--- config.mk ---
export PLATFORM = sky130hd
export DESIGN_NAME = sfilt_mc
export DESIGN_NICKNAME = d
export VERILOG_FILES = /design/src/rtl/sfilt_mc.sv
export SDC_FILE = /design/constraint.sdc
export NUM_CORES = 2
export LEC_CHECK = 0
export CAP_MARGIN = 0
export CORE_MARGIN = 1.5
export CORE_UTILIZATION = 60
export CTS_CLUSTER_DIAMETER = 30
export DETAILED_ROUTE_END_ITERATION = 10
export DONT_BUFFER_PORTS = 1
export HOLD_SLACK_MARGIN = 0.1
export PLACE_DENSITY = 0.76
export SYNTH_ARGS = -nofsm -noshare
export SYNTH_HDL_FRONTEND = slang
export SYNTH_SLANG_ARGS = --single-unit
--- constraint.sdc ---
create_clock -name clk -period 34.7 [get_ports clk]
set_input_delay 6.94 -clock clk [delete_from_list [all_inputs] [get_ports clk]]
set_output_delay 6.94 -clock clk [all_outputs]
set_load 0.02 [all_outputs]
--- src/rtl/sfilt_mc.sv ---
// Multi-channel pipelined multiply-accumulate filter engine: NCH accumulators,
// one command per cycle, in-order results at fixed latency MUL_STAGES+2.
module sfilt_mc #(
   parameter int DW         = 32,
   parameter int ACC_W      = 64,
   parameter int CHW        = 2,
   parameter int MUL_STAGES = 2,
   parameter int SAT        = 0
) (
   input  logic           clk,
   input  logic           rst,
   input  logic           pushin,
   input  logic [1:0]     cmd,
   input  logic [CHW-1:0] ch,
   input  logic [DW-1:0]  q,
   input  logic [DW-1:0]  h,
   output logic           pushout,
   output logic [DW-1:0]  z,
   output logic [CHW-1:0] zch,
   output logic           ovf
);

   localparam int NCH = 1 << CHW;
   localparam int M   = MUL_STAGES;
   localparam int PW  = 2 * DW;

   // index 0 is the input register, index M feeds the execute stage
   logic [M:0]            vld_pipe;
   logic [M:0][1:0]       cmd_pipe;
   logic [M:0][CHW-1:0]   ch_pipe;
   logic [M:1][6:0]       sh_pipe;
   logic [M:1][PW-1:0]    prod_pipe;
   logic [DW-1:0]         q_r, h_r;

   always_ff @(posedge clk or posedge rst) begin
      if (rst) begin
         vld_pipe  <= '0;
         cmd_pipe  <= '0;
         ch_pipe   <= '0;
         sh_pipe   <= '0;
         prod_pipe <= '0;
         q_r       <= '0;
         h_r       <= '0;
      end else begin
         vld_pipe <= {vld_pipe[M-1:0], pushin};
         if (pushin) begin
            cmd_pipe[0] <= cmd;
            ch_pipe[0]  <= ch;
            q_r         <= q;
            h_r         <= h;
         end
         for (int i = 1; i <= M; i++) begin
            cmd_pipe[i] <= cmd_pipe[i-1];
            ch_pipe[i]  <= ch_pipe[i-1];
         end
         sh_pipe[1]   <= h_r[6:0];
         prod_pipe[1] <= PW'($signed(q_r)) * PW'($signed(h_r));
         for (int i = 2; i <= M; i++) begin
            sh_pipe[i]   <= sh_pipe[i-1];
            prod_pipe[i] <= prod_pipe[i-1];
         end
      end
   end

   logic signed [ACC_W-1:0] acc [NCH];
   logic signed [ACC_W-1:0] a, p_ext, shr, nxt;
   logic [6:0]              s;
   logic                    rnd, fits;
   logic [DW-1:0]           zc;

   // Execute reads the live accumulator, which already holds the previous
   // command's write-back, so same-channel commands chain at any spacing.
   always_comb begin
      s     = sh_pipe[M];
      a     = acc[ch_pipe[M]];
      p_ext = ACC_W'($signed(prod_pipe[M]));
      if (int'(s) >= ACC_W) begin
         shr = {ACC_W{a[ACC_W-1]}};
         rnd = a[ACC_W-1];
      end else begin
         shr = a >>> s;
         rnd = (s != 7'd0) && (|(a & (ACC_W'(1) << (s - 7'd1))));
      end
      case (cmd_pipe[M])
         2'd0:    nxt = p_ext;
         2'd1:    nxt = a + p_ext;
         2'd2:    nxt = shr + ACC_W'(rnd);
         default: nxt = '0;
      endcase
      fits = (&a[ACC_W-1:DW-1]) || (~|a[ACC_W-1:DW-1]);
      zc   = a[DW-1:0];
      if (SAT != 0 && !fits)
         zc = a[ACC_W-1] ? {1'b1, {(DW-1){1'b0}}} : {1'b0, {(DW-1){1'b1}}};
   end

   logic           x_vld, x_ovf;
   logic [DW-1:0]  x_z;
   logic [CHW-1:0] x_ch;

   always_ff @(posedge clk or posedge rst) begin
      if (rst) begin
         for (int i = 0; i < NCH; i++) acc[i] <= '0;
         x_vld   <= 1'b0;
         x_ovf   <= 1'b0;
         x_z     <= '0;
         x_ch    <= '0;
         pushout <= 1'b0;
         z       <= '0;
         zch     <= '0;
         ovf     <= 1'b0;
      end else begin
         x_vld <= vld_pipe[M] && (cmd_pipe[M] == 2'd3);
         if (vld_pipe[M]) begin
            acc[ch_pipe[M]] <= nxt;
            if (cmd_pipe[M] == 2'd3) begin
               x_z   <= zc;
               x_ch  <= ch_pipe[M];
               x_ovf <= (SAT != 0) && !fits;
            end
         end
         // output stage: results hold until the next send
         pushout <= x_vld;
         if (x_vld) begin
            z   <= x_z;
            zch <= x_ch;
            ovf <= x_ovf;
         end
      end
   end

endmodule

## Yosys cells after proc, flatten, opt, wreduce, memory -nomap -nowiden

Cells that the tools add are included.

- Bits in registers: 547
- Input port bits: 71
- Output and inout bits: 36
- Logic and storage cells: 53

- $add $sub $neg: 3
- Multiply operators: 1
- $lt $le $gt $ge: 3
- Eq/ne operators: 3
- Shift operators: 2
- Muxes and demuxes: 9
- Bitwise gates (word level): 2
- Reduce and logical (&&, ||, !) cells: 7

Operators by type and width:

| operator | number |
|---|---|
| $bwmux 256 | 1 |
| $mux 64 | 4 |
| $pmux 64 s3 | 1 |
| $bmux 64 s2 | 1 |
| $demux 64 s2 | 1 |
| $add 64x1->64 | 1 |
| $add 64x64->64 | 1 |
| $and 64x64->64 | 1 |
| $mul 32x32->64 | 1 |
| $reduce_or 64->1 | 1 |
| $shl 1x7->64 const A | 1 |
| $sshr 64x7->64 | 1 |
| $ge 7x7->1 const B | 1 |
| $reduce_bool 7->1 | 1 |
| $sub 7x1->7 const B | 1 |
| $eq 2x2->1 const B | 2 |
| $ge 3x3->1 const B | 1 |
| $logic_and 1x1->1 | 3 |
| $lt 3x1->1 const B | 1 |
| $not 2->3 | 1 |
| $eq 2x1->1 const B | 1 |
| $logic_not 2->1 | 1 |
| $reduce_and 2->1 | 1 |
| $mux 1 | 1 |

## Depth between registers and ports, before layout

- Depth after elaboration: 11
- Depth in mapped cells: 32
- Depth with buffers taken out: 31

## Worst setup path before layout

No wires, ideal clock.

- Path kind: input-to-reg
- Start: in pushin
- End: reg h_r[0]
- Library setup time: 0.125 ns
- Arrival time: 8.149 ns
- Required time: 34.575 ns
- Slack: 26.426 ns
- Cell stages on the path: 4
- Path buffers: 3
- Cells stage by stage: clkbuf_1 buf_1 buf_1 mux2_2

RTL lines:

| what | RTL line | source |
|---|---|---|
| start, declared | 12 | `input logic pushin,` |
| end signal, assigned | 50 | `h_r <= h;` |
| end, declared | 33 | `logic [DW-1:0] q_r, h_r;` |

No word-level cell between the ends.

## Final worst setup path

- Start: reg q_r[18]
- End: reg prod_pipe[61] in the netlist's numbering

- Cells in the longest elaborated chain, start to end: 1

RTL lines:

| what | RTL line | source |
|---|---|---|
| start, declared | 33 |  |
| start signal, assigned | 49 | `q_r <= q;` |
| $mul 32x32->64 | 57 | `prod_pipe[1] <= PW'($signed(q_r)) * PW'($signed(h_r));` |
| end signal, assigned by index | 60 | `prod_pipe[i] <= prod_pipe[i-1];` |
| end, declared | 32 | `logic [M:1][PW-1:0] prod_pipe;` |

No other way between the ends.
A chain may end at the register's enable or synchronous reset.

==> metrics <==
Root Buffer=clkbuf_16; DR DRC count=0; Post-synth EDFFs=0; ANT nets after route=0; Post-CTS Hold Fix Bufs=0; WP data required=35.27 ns; FF-to-FF setup slack=25.06 ns; number of global-route vias before repair=59700; drt wl/cell=27.0 um; final hold violation count=0; proportion of layout cells with a drive suffix above 1=0.0885; Synth Instances=7573; Clock Latency Late Sink=0.76 ns; first-pass GRT wire length=370000 um; Final Setup Violations=0; Finished Core Util=0.650; Cell variety after synth=96; Congestion Overflow GR=0; CTS Buf Count=104; Final Max Tran Viols=0; Starting Density=0.605; GPL Wtd Cong=1.06; CTS H-tree depth=3; Max Cap Viol=0; vias=57700; CTS clk-pin slew, worst paths=0.05 ns; TritonCTS clock tree=yes; status=finished clean; Final nets=8787; fmax=104 MHz; final total negative setup slack=0 ns; total clock sinks=547; fin crit share=0.278; type of the worst min-delay path=reg2reg; initial antenna violation count=15; FP Rows=125; CP arrival=10.22 ns; die height=345 um; Worst slew margin=0.0493; Startpoint Class=flip-flop; unrepaired setup endpoints after global routing=false; initial drt markers=6648; sequential-to-total area share from yosys stat=0.195; Synth Cell Area=70300 um2; worst-margin pin slew=1.43 ns; Max clock buf depth=3; synth warn=0; # IOs=107; Final min period=9.64 ns; skew final=0.109 ns; WS Path Type=reg2reg; syn avg cell area=9.28 um2; vias per cell=6.41; DP Wirelength=186000 um; DRT Pass-1 Iters=9; crit path capture type=flip-flop; FFs w/ async S/R, synth=1.00; Post-CTS Resized=0; Buffers on Ports=0; Die ar.=119000 um2; P&R area growth vs syn=7.42%; largest net degree at the start of global routing=175; Seq cells post-synth=547; maximum fanout along the worst path=19; Mapped Nets=8976; routed wire length=243000 um; Total GRT Usage=0.412; Core Area=116000 um2; die width=345 um; ys flop type=dfrtp_1; Post-CTS Setup Inserts=0
==> sequential cells by signal, indices dropped and copies added (netlist names), 3 cells and up <==
name,cells
s,7
vld_pipe,3
prod_pipe,64
sh_pipe,7
acc,256
ch_pipe,6
h_r,32
cmd_pipe,6
p_ext,64
x_z,32
q_r,32
z,32
==> worst max-delay path, cell delays in order, from the launching register on <==
cell	delay [ns]
dfrtp_1	0.93
buf_4	0.41
and2_1	0.19
fa_1	0.44
fa_1	0.56
inv_1	0.08
fa_1	0.51
fa_1	0.52
inv_1	0.06
fa_1	0.57
fa_1	0.44
fa_1	0.52
fa_1	0.42
ha_1	0.37
nand3_1	0.13
or3_1	0.37
nor2_1	0.22
nand3b_1	0.12
o211ai_1	0.53
nand3_1	0.26
a211oi_1	0.39
o221ai_1	0.25
o21ai_0	0.55
a2111oi_0	0.25
o21bai_1	0.21
a21oi_1	0.10
xnor2_1	0.13
==> final timing paths <==
| path | to | depth (start not counted) | start |
|---|---|---|---|
| worst max-delay path | prod_pipe[61] | 26 | q_r[18] |
| worst min-delay path | s[6] | 0 | sh_pipe[6] |
| worst max register to register | prod_pipe[61] | 26 | q_r[18] |
| worst min register to register | s[6] | 0 | sh_pipe[6] |
| max in group asynchronous | s[1] | 4 | rst |
| min in group asynchronous | h_r[24] | 1 | rst |
==> final cells by class <==
type                    instances  area (um2)
clock inverters                73        1050
clock buffers                 122        2790
repair buffers                160        1210
inverters                    1072        4030
multi-input cells            5499       50800
diodes                          7        17.5
flip-flops and latches        547       13700
well taps                    1524        1910
fillers                      9235       40700
==> cells in the final DEF (no fill, tap or decap), drive strengths merged, types with 30 or more instances in the layout <==
cell type,count
inv,1087
fa,1083
nand2,992
dfrtp,547
and2,530
o21ai,350
nor2,309
a21oi,274
ha,249
mux2,178
mux2i,172
buf,159
clkbuf,123
nand3,109
nor3,104
xnor2,99
a21o,79
a31oi,65
mux4,55
xor2,55
a211oi,50
nor2b,49
o22ai,46
nand2b,38
a22oi,36
and3,35
o31ai,31
nand4,30
o21bai,30
clkinv,30
==> cells by family after synthesis <==
group                    synth area share
multiplexers                       0.0707
AND/OR/NAND/NOR                     0.157
AO/OA/AOI/OAI                       0.121
XOR/XNOR                           0.0192
adder cells (fa/ha/maj)             0.353
buffers and inverters              0.0836
other                           0.0000534
flip-flops                          0.195
==> stage by stage <==
step / instances / setup slack (ns) / area, um2 / hold WS (ns)
2_1_floorplan: 7573 / 12.47 / 70300 / 0.331
3_3_place_gp: 8801 / 24.67 / 71600 / 0.331
3_5_place_dp: 8801 / 24.60 / 71600 / 0.335
4_1_cts: 8996 / 25.28 / 75500 / 0.345
5_1_grt: 9000 / 24.69 / 75500 / 0.352
6_report: 9004 / 25.06 / 75500 / 0.338
==> per-layer routing <==
metal,part of all wire,global-route usage,vias to the layer above,routed length [um]
met5,0.00033,0,-,80
met4,0.059,0.208,12,14400
met3,0.11,0.0959,780,26000
met2,0.45,0.638,3495,108000
met1,0.39,0.547,29100,94500
li1,-,-,24300,-
==> Yosys cell counts (29+ instances only) <==
library cell,n,area [um2]
xnor2_1,99,867
o31ai_1,31,233
nand3_1,109,546
a221oi_1,29,254
buf_1,39,146
nor3_1,103,515
xor2_1,55,482
nor2b_1,49,307
a22oi_1,36,270
mux2i_1,172,1720
clkbuf_1,382,1430
a21o_1,79,593
a31oi_1,64,400
ha_1,249,3120
o21ai_0,339,1700
a211oi_1,49,368
and2_1,528,3300
fa_1,1083,21700
nor2_1,309,1160
o22ai_1,46,288
and3_1,35,219
nand4_1,30,188
inv_1,1070,4020
mux2_2,178,2000
a21oi_1,274,1370
o21bai_1,30,225
nand2b_1,38,238
dfrtp_1,547,13700
nand2_1,992,3720
mux4_2,55,1240
Power is left out: the tool's default activity adds up to more than one toggle a clock period on the data nets, which glitch-free logic cannot reach.
